**src/rtl/gen_sample_fifo.sv**
```systemverilog
// Sample FIFO between the function generator and its downstream reader.
// Separate occupancy counter, registered read data, sticky overflow/underflow flags.
module gen_sample_fifo #(
   parameter int DATA_WIDTH = 16,
   parameter int DEPTH      = 16,
   parameter int AF_LEVEL   = 12,
   parameter int AE_LEVEL   = 4
) (
   input  logic                       clk,
   input  logic                       rst,
   input  logic                       wr_en_i,
   input  logic [DATA_WIDTH-1:0]      data_i,
   input  logic                       rd_en_i,
   output logic [DATA_WIDTH-1:0]      data_o,
   output logic                       rd_valid_o,
   output logic                       full_o,
   output logic                       empty_o,
   output logic                       almost_full_o,
   output logic                       almost_empty_o,
   output logic [$clog2(DEPTH):0]     count_o,
   output logic                       overflow_o,
   output logic                       underflow_o
);

   localparam int AW = $clog2(DEPTH);
   localparam int CW = AW + 1;

   logic [DATA_WIDTH-1:0] mem [DEPTH];

   logic [AW-1:0]         wr_ptr_q, wr_ptr_d;
   logic [AW-1:0]         rd_ptr_q, rd_ptr_d;
   logic [CW-1:0]         count_q, count_d;
   logic [DATA_WIDTH-1:0] data_q;
   logic                  rd_valid_q;
   logic                  overflow_q, overflow_d;
   logic                  underflow_q, underflow_d;
   logic                  rd_acc, wr_acc;

   // A full FIFO still takes a write when a read frees a slot in the same cycle.
   always_comb begin
      rd_acc      = rd_en_i && (count_q != '0);
      wr_acc      = wr_en_i && ((count_q < CW'(DEPTH)) || rd_acc);
      wr_ptr_d    = wr_acc ? wr_ptr_q + 1'b1 : wr_ptr_q;
      rd_ptr_d    = rd_acc ? rd_ptr_q + 1'b1 : rd_ptr_q;
      count_d     = count_q + CW'(wr_acc) - CW'(rd_acc);
      overflow_d  = overflow_q  || (wr_en_i && !wr_acc);
      underflow_d = underflow_q || (rd_en_i && (count_q == '0));
   end

   always_ff @(posedge clk) begin
      if (wr_acc && !rst) begin
         mem[wr_ptr_q] <= data_i;
      end
   end

   always_ff @(posedge clk) begin
      if (rst) begin
         wr_ptr_q    <= '0;
         rd_ptr_q    <= '0;
         count_q     <= '0;
         data_q      <= '0;
         rd_valid_q  <= 1'b0;
         overflow_q  <= 1'b0;
         underflow_q <= 1'b0;
      end else begin
         wr_ptr_q    <= wr_ptr_d;
         rd_ptr_q    <= rd_ptr_d;
         count_q     <= count_d;
         rd_valid_q  <= rd_acc;
         overflow_q  <= overflow_d;
         underflow_q <= underflow_d;
         if (rd_acc) begin
            data_q <= mem[rd_ptr_q];
         end
      end
   end

   assign data_o         = data_q;
   assign rd_valid_o     = rd_valid_q;
   assign count_o        = count_q;
   assign full_o         = (count_q == CW'(DEPTH));
   assign empty_o        = (count_q == '0);
   assign almost_full_o  = (count_q >= CW'(AF_LEVEL));
   assign almost_empty_o = (count_q <= CW'(AE_LEVEL));
   assign overflow_o     = overflow_q;
   assign underflow_o    = underflow_q;

endmodule

```
**config.mk**
```make
export PLATFORM = sky130hd
export DESIGN_NAME = gen_sample_fifo
export DESIGN_NICKNAME = d
export VERILOG_FILES = /design/src/rtl/gen_sample_fifo.sv
export SDC_FILE = /design/constraint.sdc
export NUM_CORES = 1
export LEC_CHECK = 0
export CAP_MARGIN = 40
export CORE_MARGIN = 10
export CORE_UTILIZATION = 40
export CTS_CLUSTER_SIZE = 10
export DETAILED_ROUTE_END_ITERATION = 10
export PLACE_DENSITY = 0.64
export SETUP_SLACK_MARGIN = 0.02
export SLEW_MARGIN = 30
export SYNTH_ARGS = -nofsm -noshare
export SYNTH_HDL_FRONTEND = slang
export SYNTH_SLANG_ARGS = --single-unit
```
**constraint.sdc**
```tcl
create_clock -name clk -period 7.6 [get_ports clk]
set_input_delay 1.52 -clock clk [delete_from_list [all_inputs] [get_ports clk]]
set_output_delay 1.52 -clock clk [all_outputs]
set_load 0.005 [all_outputs]
```
==> out/results.tsv <==
stage	metric	value	unit
run_status	run_status	finished clean	
logic_synthesis	synth-async-reset-ratio	0	
placed_design	detailed_place_hpwl	16000	um
grt	grt_pass1_wl	37900	um
floorplanning	die_w	188	um
timing	setup_viol	0	
routing	vias	5416	
run	drv_cap	0	
timing	finalCriticalPeriod	3.97	ns
worst_setup_path	setup.worst_path.class	in2reg	
timing	timing.final.crit_share	0.522	
worst_setup_path	endpoint_kind	flop	
power	p_leak	4.15	nW
worst_setup_path	crit_required	7.72	ns
logic_synthesis	synthTopCellsByArea	edfxtp_1 68%, mux4_2 13%, dfxtp_1 5.7%	
logic_synthesis	syn-num-nets	581	
worst_setup_path	start_kind	input port	
layout	areaGrowthSynthToFinish	17.1	%
routing	ant_nets	0	
logic_synthesis	synth_top_area_share	0.682	
floorplanning	core	27800	um^2
routing	via_per_inst	5.33	
grt	antenna_found_initial	0	
floorplanning	die-area	35300	um^2
placed_design	routabilityCongestion	0.802	
layout	fin_nets	652	
logic_synthesis	ys_ff_latch	288	
clocking	cts_tree	yes	
grt	grtUsageTotal	0.143	
logic_synthesis	syn_area	11300	um^2
logic_synthesis	yosysMostFrequentCell	edfxtp_1	
placed_design	dp.cells	947	
grt	grt_pass1_vias	5693	
layout	fillerInstances	2297	
logic_synthesis	yosysWarnings	0	
routing	dr.first_iter.drc_count	613	
worst_setup_path	cp_max_fo	16	
logic_synthesis	synth_commonest_cells	256 x edfxtp_1, 64 x mux4_2, 32 x dfxtp_1, 32 x mux2i_1	
routing	wl_per_cell	25.0	um
floorplanning	start_util	0.406	
logic_synthesis	ys_seq_area_frac	0.739	
grt	gr-total-overflow	0	
timing	worst_slew_pin_slew	0.821	ns
clocking	clk_pin_slew	0.05	ns
clocking	cts_setup_buffers	0	
layout	antennaDiodeCount	0	
logic_synthesis	ys.flop_type	edfxtp_1	
clocking	cts_sinks	288	
floorplanning	rows	61	
timing	drv_slew	0	
layout	drive_gt1_frac	0.197	
logic_synthesis	synth_cell_types	39	
logic_synthesis	syn_area_per_cell	20.7	um^2
grt	grt_max_degree	39	
floorplanning	io_pins	48	
logic_synthesis	synth_edf_count	256	
power	fin_total_pwr	4.03	mW
power	max-vdd-ir-drop	0.000121	V
clocking	postCtsHoldBufs	0	
timing	hold_viol_final	0	
timing	finalSetupTns	0	ns
hold_path	hp-class	reg2reg	
clocking	clk_latency	0.50	ns
routing	wl	25400	um
logic_synthesis	yosysTopAreaCell	edfxtp_1	
clocking	cts-root-buf	clkbuf_16	
clocking	clockBufferDepth	3	
timing	slew_headroom	0.453	
power	power_density	305	nW/um^2
routing	drcViolationCount	0	
floorplanning	die_h	188	um
clocking	cts_resized	0	
routing	drtPass1Iterations	5	
clocking	htreeDepth	2	
worst_setup_path	crit_arrival	4.09	ns
layout	finalNonFillerCells	1016	
placed_design	io_buffer_count	47	
logic_synthesis	syn_inst	545	
timing	finClkSkew	0.0194	ns
timing	fmaxAchievable	0.252	GHz
timing	rsz0062_at_grt	false	
clocking	cts_buffers	35	
registers in the layout, indices dropped and copies added (netlist names):
name	flops
overflow_o	1
underflow_o	1
rd_ptr_q	4
mem	256
data_o	16
count_o	5
rd_valid_o	1
wr_ptr_q	4
layout by cell type (no fill, tap or decap), types with 2 or more instances in the layout:
cell type / Yosys / final
nor2_1: 12 / 12
clkbuf_1: 5 / 21
xor2_1: 4 / 4
o21ai_0: 2 / 2
buf_4: 2 / 3
nand3b_1: 16 / 16
clkbuf_16: 0 / 37
nand2b_1: 2 / 2
o221ai_1: 14 / 14
buf_6: 8 / 9
and3_1: 2 / 2
nor4b_1: 2 / 2
clkdlybuf4s50_1: 0 / 47
o221ai_2: 2 / 2
mux2i_1: 32 / 32
edfxtp_1: 256 / 256
ha_1: 15 / 15
dfxtp_1: 32 / 29
xnor2_1: 3 / 3
a21oi_1: 7 / 7
inv_1: 12 / 12
mux4_2: 64 / 64
dfxtp_4: 0 / 2
nand2_1: 5 / 5
and2_1: 16 / 16
nand3_1: 5 / 5
or3_1: 2 / 2
layer usage:
metal | track usage | routed length (um)
met3 | 0.0271 | 1430
met1 | 0.188 | 10700
met5 | 0 | 0
met4 | 0.0366 | 337
met2 | 0.239 | 13000
layout make-up:
class	instances	area (um^2)	share of cell area
clock buffer	58	1000	0.0761
clock inverter	1	8.76	0.000664
inverter	13	48.8	0.00370
multi-input combinational	217	2700	0.204
sequential	288	8340	0.632
tap	378	473	0.0358
timing repair buffer	61	629	0.0477
final timing paths:
| check | to | start | slack, ns | cells after the start |
|---|---|---|---|---|
| worst min register to register | overflow_o$_SDFF_PP0_ | overflow_o$_SDFF_PP0_ | 0.47 | 2 |
| worst max register to register | count_o[4]$_SDFF_PP0_ | count_o[2]$_SDFF_PP0_ | 4.46 | 14 |
| worst min-delay path | overflow_o$_SDFF_PP0_ | overflow_o$_SDFF_PP0_ | 0.47 | 2 |
| worst max-delay path | mem[5][13]$_DFFE_PP_ | rd_en_i | 3.63 | 5 |
cell families (layout without fill, tap and decap cells):
kind of cell | Yosys count | after routing | synth area share
simple gates | 69 | 69 | 0.0385
flops | 288 | 288 | 0.739
xor+xnor | 7 | 7 | 0.00544
buf+inv | 40 | 133 | 0.0215
fa+ha+maj | 16 | 16 | 0.0184
mux | 96 | 96 | 0.156
compound gates | 29 | 29 | 0.0205
critical path, cell delays in order:
cell and delay, ns:
clkdlybuf4s50_1 0.67, nand2b_1 0.23, nand2_1 0.27, nor4b_1 0.63
and2_1 0.76
report_power, final:
| part | switching (mW) | total (mW) | internal, mW | leakage [nW] |
|---|---|---|---|---|
| sequential | 0.115 | 1.90 | 1.79 | 2.57 |
| combinational | 0.302 | 0.645 | 0.343 | 1.09 |
| clock | 0.581 | 1.48 | 0.896 | 0.485 |
per-stage QoR:
stage                     setup WS (ns)  hold slack [ns]  cell area, um^2   util
after floorplan                    4.29            0.460            11300      -
after global placement             3.24            0.457            12000  0.434
after detailed placement           3.10            0.462            12100  0.434
after CTS                          3.64            0.474            13100  0.471
after global routing               3.44            0.528            13200  0.475
final                              3.63            0.470            13200  0.475
Note: power is estimated with default switching activity, not from simulation.
